===== src/rtl/asteroid_pkg.sv =====
// Shared types, defaults and helpers for the asteroid spawner slice.
package asteroid_pkg;

    localparam int unsigned COLS_DEFAULT     = 16;
    localparam int unsigned BASE_GAP_DEFAULT = 4;

    typedef logic [1:0] level_t;

    typedef enum logic [1:0] {
        IDLE,
        COUNT,
        PENDING
    } spawn_state_t;

    // Number of asteroids in a row; a built row never holds more than two.
    function automatic logic [1:0] popcount2(input logic [15:0] row);
        logic [1:0] n;
        n = '0;
        for (int unsigned i = 0; i < 16; i++) begin
            if (row[i] && (n != 2'd2)) begin
                n = n + 2'd1;
            end
        end
        return n;
    endfunction

endpackage


===== src/rtl/asteroid_spawner_if.sv =====
// Row handshake between the spawner (master) and the field shifter (slave).
interface asteroid_spawner_if #(
    parameter int unsigned COLS = asteroid_pkg::COLS_DEFAULT
);

    logic            spawn_valid;
    logic            spawn_ready;
    logic [COLS-1:0] spawn_row;

    modport master (
        output spawn_valid,
        output spawn_row,
        input  spawn_ready
    );

    modport slave (
        input  spawn_valid,
        input  spawn_row,
        output spawn_ready
    );

endinterface


===== src/rtl/asteroid_spawner_cooldown.sv =====
// Spawn cooldown down-counter: load, decrement, and a flag that the
// current value is the last one before expiry.
module spawn_cooldown
#(
    parameter int unsigned WIDTH     = 3,
    parameter int unsigned RESET_VAL = 4
) (
    input  logic             CLK,
    input  logic             RST,
    input  logic             load,
    input  logic             dec,
    input  logic [WIDTH-1:0] load_val,
    output logic             zero_next
);

    logic [WIDTH-1:0] count_q;
    logic [WIDTH-1:0] count_d;

    // Load has priority over decrement; never wraps below zero.
    always_comb begin
        count_d = count_q;
        if (load) begin
            count_d = load_val;
        end else if (dec && (count_q != '0)) begin
            count_d = count_q - WIDTH'(1);
        end
    end

    // Counter register.
    always_ff @(posedge CLK or posedge RST) begin
        if (RST) begin
            count_q <= WIDTH'(RESET_VAL);
        end else begin
            count_q <= count_d;
        end
    end

    assign zero_next = (count_q == WIDTH'(1));

endmodule


===== src/rtl/asteroid_spawner.sv =====
// Builds a new asteroid row from the LFSR word every R game ticks and
// offers it downstream over a valid/ready handshake.
module asteroid_spawner
    import asteroid_pkg::*;
#(
    parameter int unsigned COLS     = COLS_DEFAULT,
    parameter int unsigned BASE_GAP = BASE_GAP_DEFAULT
) (
    input  logic               CLK,
    input  logic               RST,
    input  logic [9:0]         rnd,
    input  logic               tick,
    input  logic               enable,
    input  level_t             level,
    asteroid_spawner_if.master spawn,
    output logic [7:0]         spawn_total
);

    localparam int unsigned CIW = $clog2(COLS);
    localparam int unsigned CW  = $clog2(BASE_GAP + 1);

    spawn_state_t    state_q, state_d;
    logic            valid_q, valid_d;
    logic [COLS-1:0] row_q, row_d;
    logic [7:0]      total_q, total_d;
    logic [8:0]      total_sum;
    logic [CW-1:0]   reload_val;
    logic            cd_load;
    logic            cd_dec;
    logic            cd_expire;
    logic            rnd_unused;

    // One column from the low nibble; level 3 may add a second column.
    function automatic logic [COLS-1:0] build_row(input logic [9:0] r, input level_t lv);
        logic [CIW-1:0]  c0;
        logic [CIW-1:0]  c1;
        logic [COLS-1:0] row;
        c0      = r[CIW-1:0];
        c1      = r[4 +: CIW];
        row     = '0;
        row[c0] = 1'b1;
        if ((lv == 2'd3) && r[9] && (c1 != c0)) begin
            row[c1] = 1'b1;
        end
        return row;
    endfunction

    assign reload_val = CW'(BASE_GAP - 32'(level));
    assign total_sum  = {1'b0, total_q} + {7'b0, popcount2(16'(row_q))};
    assign rnd_unused = ^rnd;

    spawn_cooldown #(
        .WIDTH     (CW),
        .RESET_VAL (BASE_GAP)
    ) u_cooldown (
        .CLK       (CLK),
        .RST       (RST),
        .load      (cd_load),
        .dec       (cd_dec),
        .load_val  (reload_val),
        .zero_next (cd_expire)
    );

    // State register.
    always_ff @(posedge CLK or posedge RST) begin
        if (RST) begin
            state_q <= IDLE;
        end else begin
            state_q <= state_d;
        end
    end

    // Next-state logic; dropping enable always returns to IDLE.
    always_comb begin
        state_d = state_q;
        if (!enable) begin
            state_d = IDLE;
        end else begin
            unique case (state_q)
                IDLE:    state_d = COUNT;
                COUNT:   if (tick && cd_expire) state_d = PENDING;
                PENDING: if (valid_q && spawn.spawn_ready) state_d = COUNT;
                default: state_d = IDLE;
            endcase
        end
    end

    // Datapath controls: cooldown, row capture, acceptance and running total.
    always_comb begin
        valid_d = valid_q;
        row_d   = row_q;
        total_d = total_q;
        cd_load = 1'b0;
        cd_dec  = 1'b0;
        if (!enable) begin
            valid_d = 1'b0;
            row_d   = '0;
        end else begin
            unique case (state_q)
                IDLE: begin
                    cd_load = 1'b1;
                end
                COUNT: begin
                    if (tick) begin
                        if (cd_expire) begin
                            row_d   = build_row(rnd, level);
                            valid_d = 1'b1;
                            cd_load = 1'b1;
                        end else begin
                            cd_dec = 1'b1;
                        end
                    end
                end
                PENDING: begin
                    if (valid_q && spawn.spawn_ready) begin
                        valid_d = 1'b0;
                        row_d   = '0;
                        total_d = total_sum[8] ? 8'hFF : total_sum[7:0];
                    end
                end
                default: begin
                    valid_d = 1'b0;
                    row_d   = '0;
                end
            endcase
        end
    end

    // Output registers.
    always_ff @(posedge CLK or posedge RST) begin
        if (RST) begin
            valid_q <= 1'b0;
            row_q   <= '0;
            total_q <= '0;
        end else begin
            valid_q <= valid_d;
            row_q   <= row_d;
            total_q <= total_d;
        end
    end

    assign spawn.spawn_valid = valid_q;
    assign spawn.spawn_row   = row_q;
    assign spawn_total       = total_q;

endmodule


===== src/flat_wrapper.sv =====
// flat-port wrapper written by rule: the top's interface ports become plain ports
module asteroid_spawner_flat import asteroid_pkg::*;
#(
    parameter int unsigned COLS     = COLS_DEFAULT,
    parameter int unsigned BASE_GAP = BASE_GAP_DEFAULT
)
  (CLK, RST, rnd, tick, enable, level, spawn_total, spawn_spawn_valid, spawn_spawn_row, spawn_spawn_ready);
  asteroid_spawner_if #(.COLS(COLS)) spawn_i ();
  input  logic CLK;
  input  logic RST;
  input  logic [9:0] rnd;
  input  logic tick;
  input  logic enable;
  input  level_t level;
  output logic [7:0] spawn_total;
  output wire logic [$bits(spawn_i.spawn_valid)-1:0] spawn_spawn_valid;
  output wire logic [$bits(spawn_i.spawn_row)-1:0] spawn_spawn_row;
  input wire logic [$bits(spawn_i.spawn_ready)-1:0] spawn_spawn_ready;
  assign spawn_spawn_valid = spawn_i.spawn_valid;
  assign spawn_spawn_row = spawn_i.spawn_row;
  assign spawn_i.spawn_ready = spawn_spawn_ready;
  asteroid_spawner #(.COLS(COLS), .BASE_GAP(BASE_GAP)) u_core (.CLK(CLK), .RST(RST), .rnd(rnd), .tick(tick), .enable(enable), .level(level), .spawn(spawn_i), .spawn_total(spawn_total));
endmodule

===== config.mk =====
export PLATFORM = sky130hd
export DESIGN_NAME = asteroid_spawner_flat
export DESIGN_NICKNAME = d
export VERILOG_FILES = /design/src/rtl/asteroid_pkg.sv /design/src/rtl/asteroid_spawner_if.sv /design/src/rtl/asteroid_spawner_cooldown.sv /design/src/rtl/asteroid_spawner.sv /design/src/flat_wrapper.sv
export SDC_FILE = /design/constraint.sdc
export NUM_CORES = 1
export LEC_CHECK = 0
export BUFFER_PORTS_ARGS = -buffer_cell sky130_fd_sc_hd__buf_2
export CELL_PAD_IN_SITES_DETAIL_PLACEMENT = 1
export CELL_PAD_IN_SITES_GLOBAL_PLACEMENT = 2
export CORE_MARGIN = 1
export CORE_UTILIZATION = 33
export DETAILED_ROUTE_END_ITERATION = 10
export PLACE_DENSITY_LB_ADDON = 0.1
export RECOVER_POWER = 25
export SETUP_SLACK_MARGIN = 0.5
export SLEW_MARGIN = 0
export SYNTH_ARGS = -nofsm -noshare
export SYNTH_HDL_FRONTEND = slang
export SYNTH_SLANG_ARGS = --single-unit

===== constraint.sdc =====
create_clock -name CLK -period 6 [get_ports CLK]
set_input_delay 0.3 -clock CLK [delete_from_list [all_inputs] [get_ports CLK]]
set_output_delay 0.3 -clock CLK [all_outputs]
set_load 0.01 [all_outputs]

==> Word-level counts from Yosys, hierarchy flattened <==
Index checks and enable logic that the tools add are counted.
{ "word_totals": {"latchBits": 0, "memories": 0, "register_bits": 30, "input_bits": 17, "rom_bits": 0, "elab_cells": 127, "mem_bits_rw": 0, "out_inout_bits": 25} }
{ "classes": {"shift": 0, "n_mul": 0, "muxes": 46, "n_addsub": 18, "n_div": 0, "bitwise_logic": 1, "reduce_logical": 28, "magnitude_cmp": 4, "eq_ne": 25} }
{ "op_table": {"columns": ["cell", "count"], "rows": [
  ["two-way mux 16 bit", 5],
  ["case mux 16 bit (3 select lines)", 1],
  ["two-way mux 2 bit", 18],
  ["!= test 2 bit, second input constant", 16],
  ["adder 2 x 1 -> 2 bit, second input constant", 15],
  ["logical AND 1 bit", 22],
  ["OR 16 bit", 1],
  ["two-way mux 1 bit", 14],
  ["< comparator 4 x 5 -> 1 bit, second input constant", 2],
  ["adder 8 x 2 -> 9 bit", 1],
  ["!= test 3 x 2 -> 1 bit, second input constant", 3],
  ["demux 1 bit (select 4 bit)", 2],
  [">= comparator 4 x 1 -> 1 bit, second input constant", 2],
  ["two-way mux 8 bit", 1],
  ["two-way mux 3 bit", 2],
  ["case mux 2 bit (3 select lines)", 1],
  ["equality test 2 bit, second input constant", 2],
  ["!= test 4 bit", 1],
  ["AND reduction 4 bit", 1],
  ["equality test 3 x 1 -> 1 bit, second input constant", 1],
  ["!= test 3 bit, second input constant", 1],
  ["case mux 1 bit (3 select lines)", 1],
  ["AND reduction 3 bit", 1],
  ["nonzero test 3 bit", 1],
  ["7 further kinds", 7]
]} }

==> Logic depth before layout (Yosys ltp) <==
Gate-level depths: netlist of run 1.
{ "logic_depth": {"word_depth": 48, "depth_mapped": 28, "mapped_depth_nobuf": 28} }

==> Hierarchy <==
A second synthesis of run 1 with hierarchy kept.
{ "unflattened": {"hier_cells": 339, "area_unflattened_um2": 2735.1} }
{ "modules_own_cells": {"columns": ["module", "seq_area_each_um2", "area_each_um2", "instances", "cells_each"], "rows": [
  ["asteroid_spawner", 675.6, 2508.7, 1, 314],
  ["spawn_cooldown", 76.3, 226.5, 1, 25]
]} }

==> Worst setup path after synthesis of run 1 <==
OpenSTA, ideal clock, no wires.
{ "synth_path": {"path_type": "flip-flop to flip-flop", "from": "reg u_core.row_q[0] (netlist: u_core.spawn.spawn_row[0])", "to": "reg u_core.total_q[7] (netlist: u_core.spawn_total[7])", "slack_ns": 0.439, "stages_incl_launch_ff": 28, "period_less_slack_ns": 5.561, "setup_time_ns": 0.119, "t_required_ns": 5.881, "arrival_ns": 5.442, "path_buffers": 0, "path_cell_list": "dfrtp_1 > inv_1 > ha_1 > or3b_1 > a21oi_2 > a211oi_2 > a21o_4 > mux2i_1 > a211o_4 > nor2_2 > a32o_2 > or2_1 > a2111o_1 > o311ai_2 > inv_1 > ha_1 > nand2b_1 > mux2i_1 > ha_1 > nand2b_1 > xnor2_1 > xnor2_1 > ha_1 > fa_1 > and3_1 > and2_1 > nand3b_1 > o21a_1"} }
{ "synth_between": {"elab_chain_cells": 48, "word_cells_on_any_way": 63, "classes_between": "add/sub (16); eq/ne (15); mux (17); reduce/logical (15)"} }
{ "synth_lines": {"columns": ["element", "line", "text"], "rows": [
  ["start: declaration", "asteroid_spawner.sv:24", "logic [COLS-1:0] row_q, row_d;"],
  ["start signal: assignment", "asteroid_spawner.sv:137", "row_q <= row_d;"],
  ["two-way mux 1 bit *", "asteroid_pkg.sv:20", "if (row[i] && (n != 2'd2)) begin"],
  ["branches (longest 2 deep; another with adder 2 x 1 -> 2 bit)", null, null],
  ["two-way mux 2 bit *", "asteroid_pkg.sv:20", null],
  ["branches (longest 2 deep; another with adder 2 x 1 -> 2 bit)", null, null],
  ["two-way mux 2 bit *", "asteroid_pkg.sv:20", null],
  ["branches (longest 2 deep; another with adder 2 x 1 -> 2 bit)", null, null],
  ["two-way mux 2 bit *", "asteroid_pkg.sv:20", null],
  ["branches (longest 2 deep; another with adder 2 x 1 -> 2 bit)", null, null],
  ["[... 25 more ...]", null, null],
  ["branches (longest 2 deep; another with adder 2 x 1 -> 2 bit)", null, null],
  ["two-way mux 2 bit *", "asteroid_pkg.sv:20", null],
  ["branches (longest 2 deep; another with adder 2 x 1 -> 2 bit)", null, null],
  ["two-way mux 2 bit *", "asteroid_pkg.sv:20", null],
  ["branches (longest 2 deep; another with adder 2 x 1 -> 2 bit)", null, null],
  ["two-way mux 2 bit *", "asteroid_pkg.sv:20", null],
  ["adder 8 x 2 -> 9 bit *", "asteroid_spawner.sv:49", "assign total_sum = {1'b0, total_q} + {7'b0, popcount2(16'(row_q))};"],
  ["two-way mux 8 bit *", "asteroid_spawner.sv:118", "total_d = total_sum[8] ? 8'hFF : total_sum[7:0];"],
  ["end signal: assignment", "asteroid_spawner.sv:138", "total_q <= total_d;"],
  ["end: declaration", "asteroid_spawner.sv:25", "logic [7:0] total_q, total_d;"]
]} }
Every way passes the cells marked *.
A chain may end at the register's enable or synchronous reset.

==> Final worst setup path of run 1 <==
{ "layout_path": {"from": "reg u_core.row_q[1] (netlist: u_core.spawn.spawn_row[1])", "to": "reg u_core.total_q[7] (netlist: u_core.spawn_total[7])"} }
{ "layout_between": {"elab_chain_cells": 46, "word_cells_on_any_way": 60, "classes_between": "add/sub (15); eq/ne (14); mux (16); reduce/logical (15)"} }
{ "layout_lines": {"columns": ["element", "line"], "rows": [
  ["logical AND 1 bit *", "asteroid_pkg.sv:20"],
  ["two-way mux 2 bit *", "asteroid_pkg.sv:20"],
  ["branches (longest 2 deep; another with adder 2 x 1 -> 2 bit)", null],
  ["two-way mux 2 bit *", "asteroid_pkg.sv:20"],
  ["branches (longest 2 deep; another with adder 2 x 1 -> 2 bit)", null],
  ["two-way mux 2 bit *", "asteroid_pkg.sv:20"],
  ["branches (longest 2 deep; another with adder 2 x 1 -> 2 bit)", null],
  ["two-way mux 2 bit *", "asteroid_pkg.sv:20"],
  ["[... 24 more ...]", null],
  ["branches (longest 2 deep; another with adder 2 x 1 -> 2 bit)", null],
  ["two-way mux 2 bit *", "asteroid_pkg.sv:20"],
  ["branches (longest 2 deep; another with adder 2 x 1 -> 2 bit)", null],
  ["two-way mux 2 bit *", "asteroid_pkg.sv:20"],
  ["branches (longest 2 deep; another with adder 2 x 1 -> 2 bit)", null],
  ["two-way mux 2 bit *", "asteroid_pkg.sv:20"],
  ["adder 8 x 2 -> 9 bit *", "asteroid_spawner.sv:49"],
  ["two-way mux 8 bit *", "asteroid_spawner.sv:118"]
]} }
Marks and branches as above.

==> metrics.txt, run 1 <==
outcome complete, but fails checks; failing checks capacitance limit, slew limit; Ports 42; Pleak 1.454 nW; Hold Fails Final Rpt 0; Critical Path Most Common Cell ha_2; core footprint 0.007214 mm²; CP max-delay cell a2111o_1; Initial Util 0.3391; CP max stage delay 0.46 ns; Combinational Power Share 0.201; Post-synth EDFFs 0; Setup TNS Final 0 ns; P per Cell Area 194.2 mW/mm²; WP depth 27; clock power share 0.420; Int Power 0.4471 mW; pre-CTS setup slack 0.05292 ns; fin crit share 0.9134; # H-tree levels 2; f_max 182.5 MHz; R2R depth 27; largest area contributor in the netlist dfrtp_1; Synth top area share 0.2967; Via density 5.196; total global routing overflow 0; Syn Std Cell Area 0.002446 mm²; # fillers 884; hold buffer count at cts 0; critical path endpoint category flip-flop; sequential power share 0.378; detailed placement HPWL 4.571 mm; Avg Inst Size Synth 8.377 µm²; Clock Latency Late Sink 0.28 ns; gpl congestion 0.7951; routed wire length per instance 14.48 µm; pin count of the biggest net entering global routing 31; Detailed Route WL 6.431 mm; Synth Instances 292; chip height 88.10 µm; layout cells sized above 1 0.3246; area grow syn2layout 29.31%; synth unique cells 60; die width 88.10 µm; clock slew at reported path FFs 0.07 ns; Async S/R FF share, synth 1.000; synth top area cells dfrtp_1 30%, nand2_1 6.8%, ha_1 5.6%, o21ai_0 3.3%, nor2_1 3.2%; Sw Share 0.2721; sequential-to-total area share from yosys stat 0.3074; Yosys reg bits 30; CTS tree done; top-count cell post-synth nand2_1; drt drc 0; syn_nets 321; Req. time, crit path 6.18 ns; CTS sink cnt 30; VDD IR-drop max 0.1046 mV; Slew Limit Headroom -0.1268; Worst Path Buf+Inv 2; Layout Nets 373; Top Family by Delay on Critical Path compound AO/OA/AOI/OAI gates; Antenna Cells 0; DRT iter0 DRCs 100; startpoint type of the worst setup path flip-flop; PnR worst setup slack 0.5196 ns; IO Port Bufs 40; Min-Delay Path Depth 3; final setup violation count 0; predominant post-synthesis flop cell dfrtp_1; NetSw 0.1672 mW; area of the multi-input gates 0.001775 mm²; die area 0.007761 mm²; max cap viols 1; clock root buffer clkbuf_8; Hold Path Class in2reg; CTS max path bufs 2; ANT nets after route 0; peak fanout along the critical path 5; initial antenna violation count 0; Slew Limit Fails 31; via count 2307; GRT Util Overall 0.1763; kind of critical path reg2reg; Rows 31; Tmin final 5.480 ns; TritonCTS buffer count 5; first-pass GRT wire length 10.74 mm; RSZ-0062 raised after global routing yes; DR pass1 iterations 4; Reg area 752.0 µm²; Worst-Margin Slew 1.690 ns; Worst Clk Skew 0.002852 ns; number of global-route vias before repair 2276; most frequent cells after synthesis 44 x nand2_1, 29 x dfrtp_1, 21 x nor2_1; arrival time worst endpoint 5.66 ns; warning count from the yosys run 0
## worst min-delay path: stages
cell and delay, ns:
buf_2 0.10, nand2_1 0.04, o21ai_0 0.06
## sequential cells by signal, summed over array words and instances, names as in the netlist
| name | flops |
|---|---|
| u_core.spawn.spawn_valid | 1 |
| u_core.spawn_total | 8 |
| u_core.state_q | 2 |
| u_core.u_cooldown.count_q | 3 |
| u_core.spawn.spawn_row | 16 |
## layer usage
layer / vias to the layer above / track usage / part of all wire
met5: - / 0 / 0
met1: 1120 / 0.2458 / 0.51
met4: 0 / 0.04399 / 0.0086
li1: 1146 / - / -
met3: 6 / 0.02733 / 0.025
met2: 35 / 0.2861 / 0.46
## metrics by stage
stage | util | total power, mW | instance area, µm² | hold slack [ns] | std cells
floorplan | - | 0.3194 | 2466 | 0.3901 | 292
global placement | 0.3803 | 0.3497 | 2744 | 0.4040 | 419
detailed placement | 0.3803 | 0.3514 | 2744 | 0.4139 | 419
CTS | 0.4284 | 0.6202 | 3090 | 0.1025 | 439
global route | 0.4384 | 0.6483 | 3163 | 0.2879 | 444
finish | 0.4384 | 0.6143 | 3163 | 0.2591 | 444
## kinds of logic after synthesis
logic type / after synthesis / share of synthesized area
muxes: 4 / 0.01637
DFF: 30 / 0.3074
adders and majority gates: 12 / 0.06445
and+or+nand+nor: 131 / 0.2803
buffers and inverters: 23 / 0.03734
AOI/OAI and AO/OA: 77 / 0.2404
xor gates and xnor gates: 15 / 0.05371
## power by group through the flow
stage	Sequential (mW)	Clock [mW]	Combinational [mW]
after detailed placement	0.236	0	0.115
final	0.232	0.258	0.124
after floorplan	0.233	0	0.0868
after CTS	0.232	0.265	0.123
after global routing	0.234	0.271	0.144
after global placement	0.235	0	0.115
## what timing repair did
action / 4_1_cts / 5_1_grt
pin swaps: 15 / 12
endpoints found under the setup margin: 8 / 8
cloned: 0 / 0
endpoints found under the hold margin: 0 / 0
gates resized for setup: 21 / 9
buffers inserted: 12 / 5
## path summary, 6_finish.rpt
| path | from | endpoint | slack (ns) |
|---|---|---|---|
| min in group asynchronous | RST | u_core.state_q[1] | 0.60 |
| hold / removal | level[0] | u_core.u_cooldown.count_q[0] | 0.26 |
| hold reg to reg | u_core.spawn_total[0] | u_core.spawn_total[0] | 0.55 |
| max in group asynchronous | RST | u_core.spawn.spawn_row[5] | 4.42 |
| setup reg to reg | u_core.spawn.spawn_row[1] | u_core.spawn_total[7] | 0.52 |
| setup / recovery | u_core.spawn.spawn_row[1] | u_core.spawn_total[7] | 0.52 |
## cell usage in the layout (no fill, tap or decap), types with 5 or more instances in the layout
cell type / n
nor2b_1: 9
o22ai_1: 6
nor3_1: 5
a22o_1: 6
or2_2: 5
nand2b_1: 5
nor2_1: 19
a21oi_1: 5
buf_4: 17
buf_2: 40
a22oi_1: 6
inv_1: 9
nand3_1: 6
nand2_1: 44
dfrtp_1: 29
a31oi_1: 5
xnor2_1: 7
o21ai_0: 16
ha_1: 6
xor2_1: 7
clkbuf_8: 6
## cell type report
cell class,count,area share
clock buffer,6,0.02611
clock inverter,2,0.01899
inverter,10,0.01187
multi-input combinational,239,0.5613
sequential,30,0.2377
tap,99,0.03916
timing repair buffer,58,0.1048
Power figures use the tool's default switching activity.
==> run 2: changes to the inputs <==
Settings changed: SYNTH_HIERARCHICAL from default to 1.
==> metrics.txt, run 2 <==
Cell Count, Final, Fillers Out 483; Min Hold Slack 0.2756 ns; via count 2653; Sw Share 0.3100; Ports 42; total global routing overflow 0; gpl congestion 0.7678; # fillers 971; Reg area 752.0 µm²; Combinational Power Share 0.248; first-pass GRT wire length 12.65 mm; Rows 32; Hold Fails Final Rpt 0; syn_nets 368; area of the multi-input gates 0.001944 mm²; drt drc 0; RSZ-0062 raised after global routing no; Yosys reg bits 30; clock slew at reported path FFs 0.07 ns; # H-tree levels 2; routed wire length per instance 15.67 µm; CTS sink cnt 30; number of global-route vias before repair 2661; sequential-to-total area share from yosys stat 0.2749; final setup violation count 0; Worst Clk Skew 0.007250 ns; area grow syn2layout 18.80%; Syn Std Cell Area 0.002735 mm²; die area 0.008656 mm²; Core Util, Final 0.4120; core footprint 0.007888 mm²; Req. time, crit path 6.22 ns; synth top area cells dfrtp_1 27%, nand2_1 5.8%, ha_1 5.0%, o21ai_0 4.0%, nor2_1 3.8%; Post-synth EDFFs 0; sequential power share 0.431; CTS tree done; outcome completed; Clock Latency Late Sink 0.28 ns; largest area contributor in the netlist dfrtp_1; max cap viols 0; Detailed Route WL 7.570 mm; layout cells sized above 1 0.2336; Int Power 0.3632 mW; GRT Util Overall 0.1820; commonest non-fill, non-tap cell in the layout nand2_1; pin count of the biggest net entering global routing 28; Synth top area share 0.2653; initial antenna violation count 0; critical path endpoint category flip-flop; VDD IR-drop max 0.1156 mV; DRT iter0 DRCs 70; DR pass1 iterations 4; most frequent cells after synthesis 42 x nand2_1, 29 x dfrtp_1, 28 x nor2_1; predominant post-synthesis flop cell dfrtp_1; fin crit share 0.8810; Pleak 1.390 nW; Layout Nets 409; Avg Inst Size Synth 8.068 µm²; TritonCTS buffer count 5; f_max 189.2 MHz; chip height 93.04 µm; clock power share 0.321; Setup TNS Final 0 ns; dpl cells 464; die width 93.04 µm; IO Port Bufs 40; ANT nets after route 0; Slew Limit Headroom 0.2928; most frequent cells in the layout 42 x nand2_1, 29 x dfrtp_1, 26 x nor2_1; NetSw 0.1632 mW; CTS max path bufs 2; Tmin final 5.286 ns; kind of critical path reg2reg; max FFs per register 16; Initial Util 0.3468; detailed placement HPWL 5.470 mm; synth unique cells 69; Antenna Cells 0; startpoint type of the worst setup path flip-flop; Worst-Margin Slew 1.060 ns; P per Cell Area 162.0 mW/mm²; arrival time worst endpoint 5.51 ns; Synth Instances 339; Via density 5.493; clock root buffer clkbuf_8; Hold Path Class in2reg; Slew Limit Fails 0; warning count from the yosys run 6; peak fanout along the critical path 9; Async S/R FF share, synth 1.000; top-count cell post-synth nand2_1
run 2: cell types whose count changed in the layout (fill, tap and decap cells not counted), moves of 3 or more:
cell      change
a211oi_1      +3
a21oi_1      +11
and3_1        +3
buf_2        -15
buf_4         -5
clkbuf_1     +17
ha_2          -3
nand2b_1      +4
nor2_1        +7
nor2b_1       +3
o21ai_0       +4
xor2_1        -4
run 2: path summary, 6_finish.rpt:
path,from,end,slack (ns),cells past startpoint
max,u_core/spawn.spawn_row[0],u_core/spawn_total[5],0.71,23
min,level[0],u_core/u_cooldown/count_q[0],0.28,3
max reg2reg,u_core/spawn.spawn_row[0],u_core/spawn_total[5],0.71,23
min reg2reg,u_core/spawn_total[7],u_core/spawn_total[7],0.52,1
max in group asynchronous,RST,u_core/spawn.spawn_row[7],4.54,3
min in group asynchronous,RST,u_core/u_cooldown/count_q[1],0.41,3
run 2: power by group through the flow:
| stage | combinational, mW | sequential [mW] | clock, mW |
|---|---|---|---|
| 2_1_floorplan | 0.0993 | 0.227 | 0 |
| 3_3_place_gp | 0.125 | 0.230 | 0 |
| 3_5_place_dp | 0.127 | 0.230 | 0 |
| 4_1_cts | 0.130 | 0.227 | 0.178 |
| 5_1_grt | 0.149 | 0.228 | 0.185 |
| 6_report | 0.130 | 0.227 | 0.169 |
run 2: metrics by stage:
stage	area [µm²]	worst slack, ns	power [mW]
floorplan	2738	0.5247	0.3260
global placement	2993	0.2427	0.3553
detailed placement	2993	0.1509	0.3570
CTS	3199	0.5045	0.5341
global route	3249	0.4708	0.5623
finish	3249	0.7137	0.5264
run 2: layout make-up:
cell class,instances,share of cell area
Multi-Input combinational cell,276,0.5984
Sequential cell,30,0.2314
Timing Repair Buffer,55,0.08895
Tap cell,102,0.03928
Clock buffer,7,0.02657
Inverter,12,0.01386
Clock inverter,1,0.001540
run 2: cell families after synthesis:
family	Yosys count	synth area share
AOI/OAI and AO/OA	103	0.2662
xor gates and xnor gates	12	0.05032
adders and majority gates	13	0.06130
buffers and inverters	33	0.05398
DFF	30	0.2749
muxes	5	0.01876
and+or+nand+nor	143	0.2745
run 2: repair_timing:
item,4_1_cts,5_1_grt
cloned,0,0
buffers inserted,9,1
endpoints found under the hold margin,2,0
endpoints found under the setup margin,8,8
hold buffers,1,0
pin swaps,10,10
gates resized for setup,9,18
run 2: worst max-delay path: stages, from the launching register on:
cell	delay, ns
dfrtp_1	0.43
inv_2	0.07
ha_4	0.28
or4b_4	0.52
a21oi_4	0.21
o21ai_1	0.15
a21oi_2	0.21
nor4_4	0.08
or2_1	0.26
a2111o_1	0.41
and4_4	0.20
ha_1	0.20
nor2b_2	0.13
mux2_2	0.34
ha_1	0.22
nand2b_1	0.16
nand3_1	0.08
o21ai_0	0.08
a21o_1	0.20
ha_1	0.28
a21o_1	0.11
nand3_2	0.14
or3_1	0.38
nand3_1	0.09
run 2: layer usage:
metal  vias up  GRT usage  share of wire
met5         -          0              0
li1       1302          -              -
met2        35     0.3327           0.51
met1      1303     0.2203           0.45
met3        13    0.02683          0.019
met4         0    0.05128          0.016
==> run 3: changes to the inputs <==
Settings changed: MAX_ROUTING_LAYER from default to met4.
==> metrics.txt, run 3 (synthesis gave the netlist of run 2 again) <==
outcome completed; Detailed Route WL 7.537 mm; VDD IR-drop max 0.1156 mV; Hold Path Class in2reg; Worst Clk Skew 0.007155 ns; # H-tree levels 2; core footprint 0.007888 mm²; Ports 42; Cell Count, Final, Fillers Out 483; die area 0.008656 mm²; chip height 93.04 µm; detailed placement HPWL 5.470 mm; Via density 5.516; kind of critical path reg2reg; DR pass1 iterations 4; drt drc 0; die width 93.04 µm; CTS max path bufs 2; commonest non-fill, non-tap cell in the layout nand2_1; GRT Util Overall 0.1875; first-pass GRT wire length 12.67 mm; Antenna Cells 0; pin count of the biggest net entering global routing 28; number of global-route vias before repair 2653; RSZ-0062 raised after global routing no; total global routing overflow 0; Tmin final 5.288 ns; layout cells sized above 1 0.2336; CTS tree done; arrival time worst endpoint 5.51 ns; Initial Util 0.3468; P per Cell Area 161.8 mW/mm²; Req. time, crit path 6.22 ns; startpoint type of the worst setup path flip-flop; TritonCTS buffer count 5; clock slew at reported path FFs 0.07 ns; critical path endpoint category flip-flop; Clock Latency Late Sink 0.28 ns; DRT iter0 DRCs 73; dpl cells 464; Worst-Margin Slew 1.060 ns; CTS sink cnt 30; max FFs per register 16; Rows 32; Setup TNS Final 0 ns; IO Port Bufs 40; f_max 189.1 MHz; final setup violation count 0; area grow syn2layout 18.80%; Pleak 1.390 nW; gpl congestion 0.7781; via count 2664; max cap viols 0; Layout Nets 409; fin crit share 0.8813; initial antenna violation count 0; Slew Limit Headroom 0.2928; Slew Limit Fails 0; peak fanout along the critical path 9; Core Util, Final 0.4120; Hold Fails Final Rpt 0; clock root buffer clkbuf_8; routed wire length per instance 15.60 µm; ANT nets after route 0; # fillers 971; most frequent cells in the layout 42 x nand2_1, 29 x dfrtp_1, 26 x nor2_1
==> run 3: timing repair <==
action	CTS	global route
pin swaps	10	10
hold endpoints to repair	2	0
endpoints found under the setup margin	8	8
setup buffers	9	1
hold buffers	1	0
resized for setup	9	18
==> run 3: power by group <==
part | switching [mW] | leakage [nW] | total, mW | internal, mW
Clock | 0.0765 | 0.0482 | 0.169 | 0.0924
Sequential | 0.0117 | 0.410 | 0.227 | 0.215
Combinational | 0.0745 | 0.932 | 0.130 | 0.0556
==> run 3: metrics by stage <==
step	setup slack (ns)	hold WS [ns]	area, µm²	power, mW
after floorplan	0.5247	0.05292	2738	0.3260
after global placement	0.2427	0.1836	2993	0.3553
after detailed placement	0.1509	0.1842	2993	0.3570
after CTS	0.5045	0.2746	3199	0.5341
after global routing	0.4703	0.2842	3249	0.5623
final	0.7121	0.2759	3249	0.5259
==> run 3: area by class of cell <==
cell class                      instances  area (µm²)  share of cell area
Inverter                               12       45.04             0.01386
Tap cell                              102       127.6             0.03928
Multi-Input combinational cell        276        1944              0.5984
Clock inverter                          1       5.005            0.001540
Sequential cell                        30       752.0              0.2314
Clock buffer                            7       86.33             0.02657
Timing Repair Buffer                   55       289.0             0.08895
==> run 3: final timing paths <==
path	slack (ns)	start	cells past startpoint	to
setup reg to reg	0.71	u_core/spawn.spawn_row[0]	23	u_core/spawn_total[5]
hold / removal	0.28	level[0]	3	u_core/u_cooldown/count_q[0]
setup / recovery	0.71	u_core/spawn.spawn_row[0]	23	u_core/spawn_total[5]
min in group asynchronous	0.41	RST	3	u_core/u_cooldown/count_q[1]
max in group asynchronous	4.54	RST	3	u_core/spawn.spawn_row[7]
hold reg to reg	0.52	u_core/spawn_total[7]	1	u_core/spawn_total[7]
==> run 3: worst max-delay path, stage by stage (launching register included) <==
cell and delay (ns):
dfrtp_1 0.43, inv_2 0.07, ha_4 0.28, or4b_4 0.52, a21oi_4 0.21, o21ai_1 0.16, a21oi_2 0.21, nor4_4 0.08
or2_1 0.26, a2111o_1 0.41, and4_4 0.20, ha_1 0.20, nor2b_2 0.13, mux2_2 0.34, ha_1 0.22, nand2b_1 0.16
nand3_1 0.08, o21ai_0 0.08, a21o_1 0.20, ha_1 0.28, a21o_1 0.11, nand3_2 0.14, or3_1 0.38, nand3_1 0.09
==> run 3: per-layer routing <==
layer / up-vias / global-route usage / part of all wire / wire length (µm)
li1: 1304 / - / - / -
met1: 1309 / 0.2228 / 0.45 / 3394
met2: 38 / 0.3315 / 0.51 / 3845
met3: 13 / 0.02602 / 0.020 / 154
met4: 0 / 0.05128 / 0.019 / 142
met5: - / - / 0 / 0
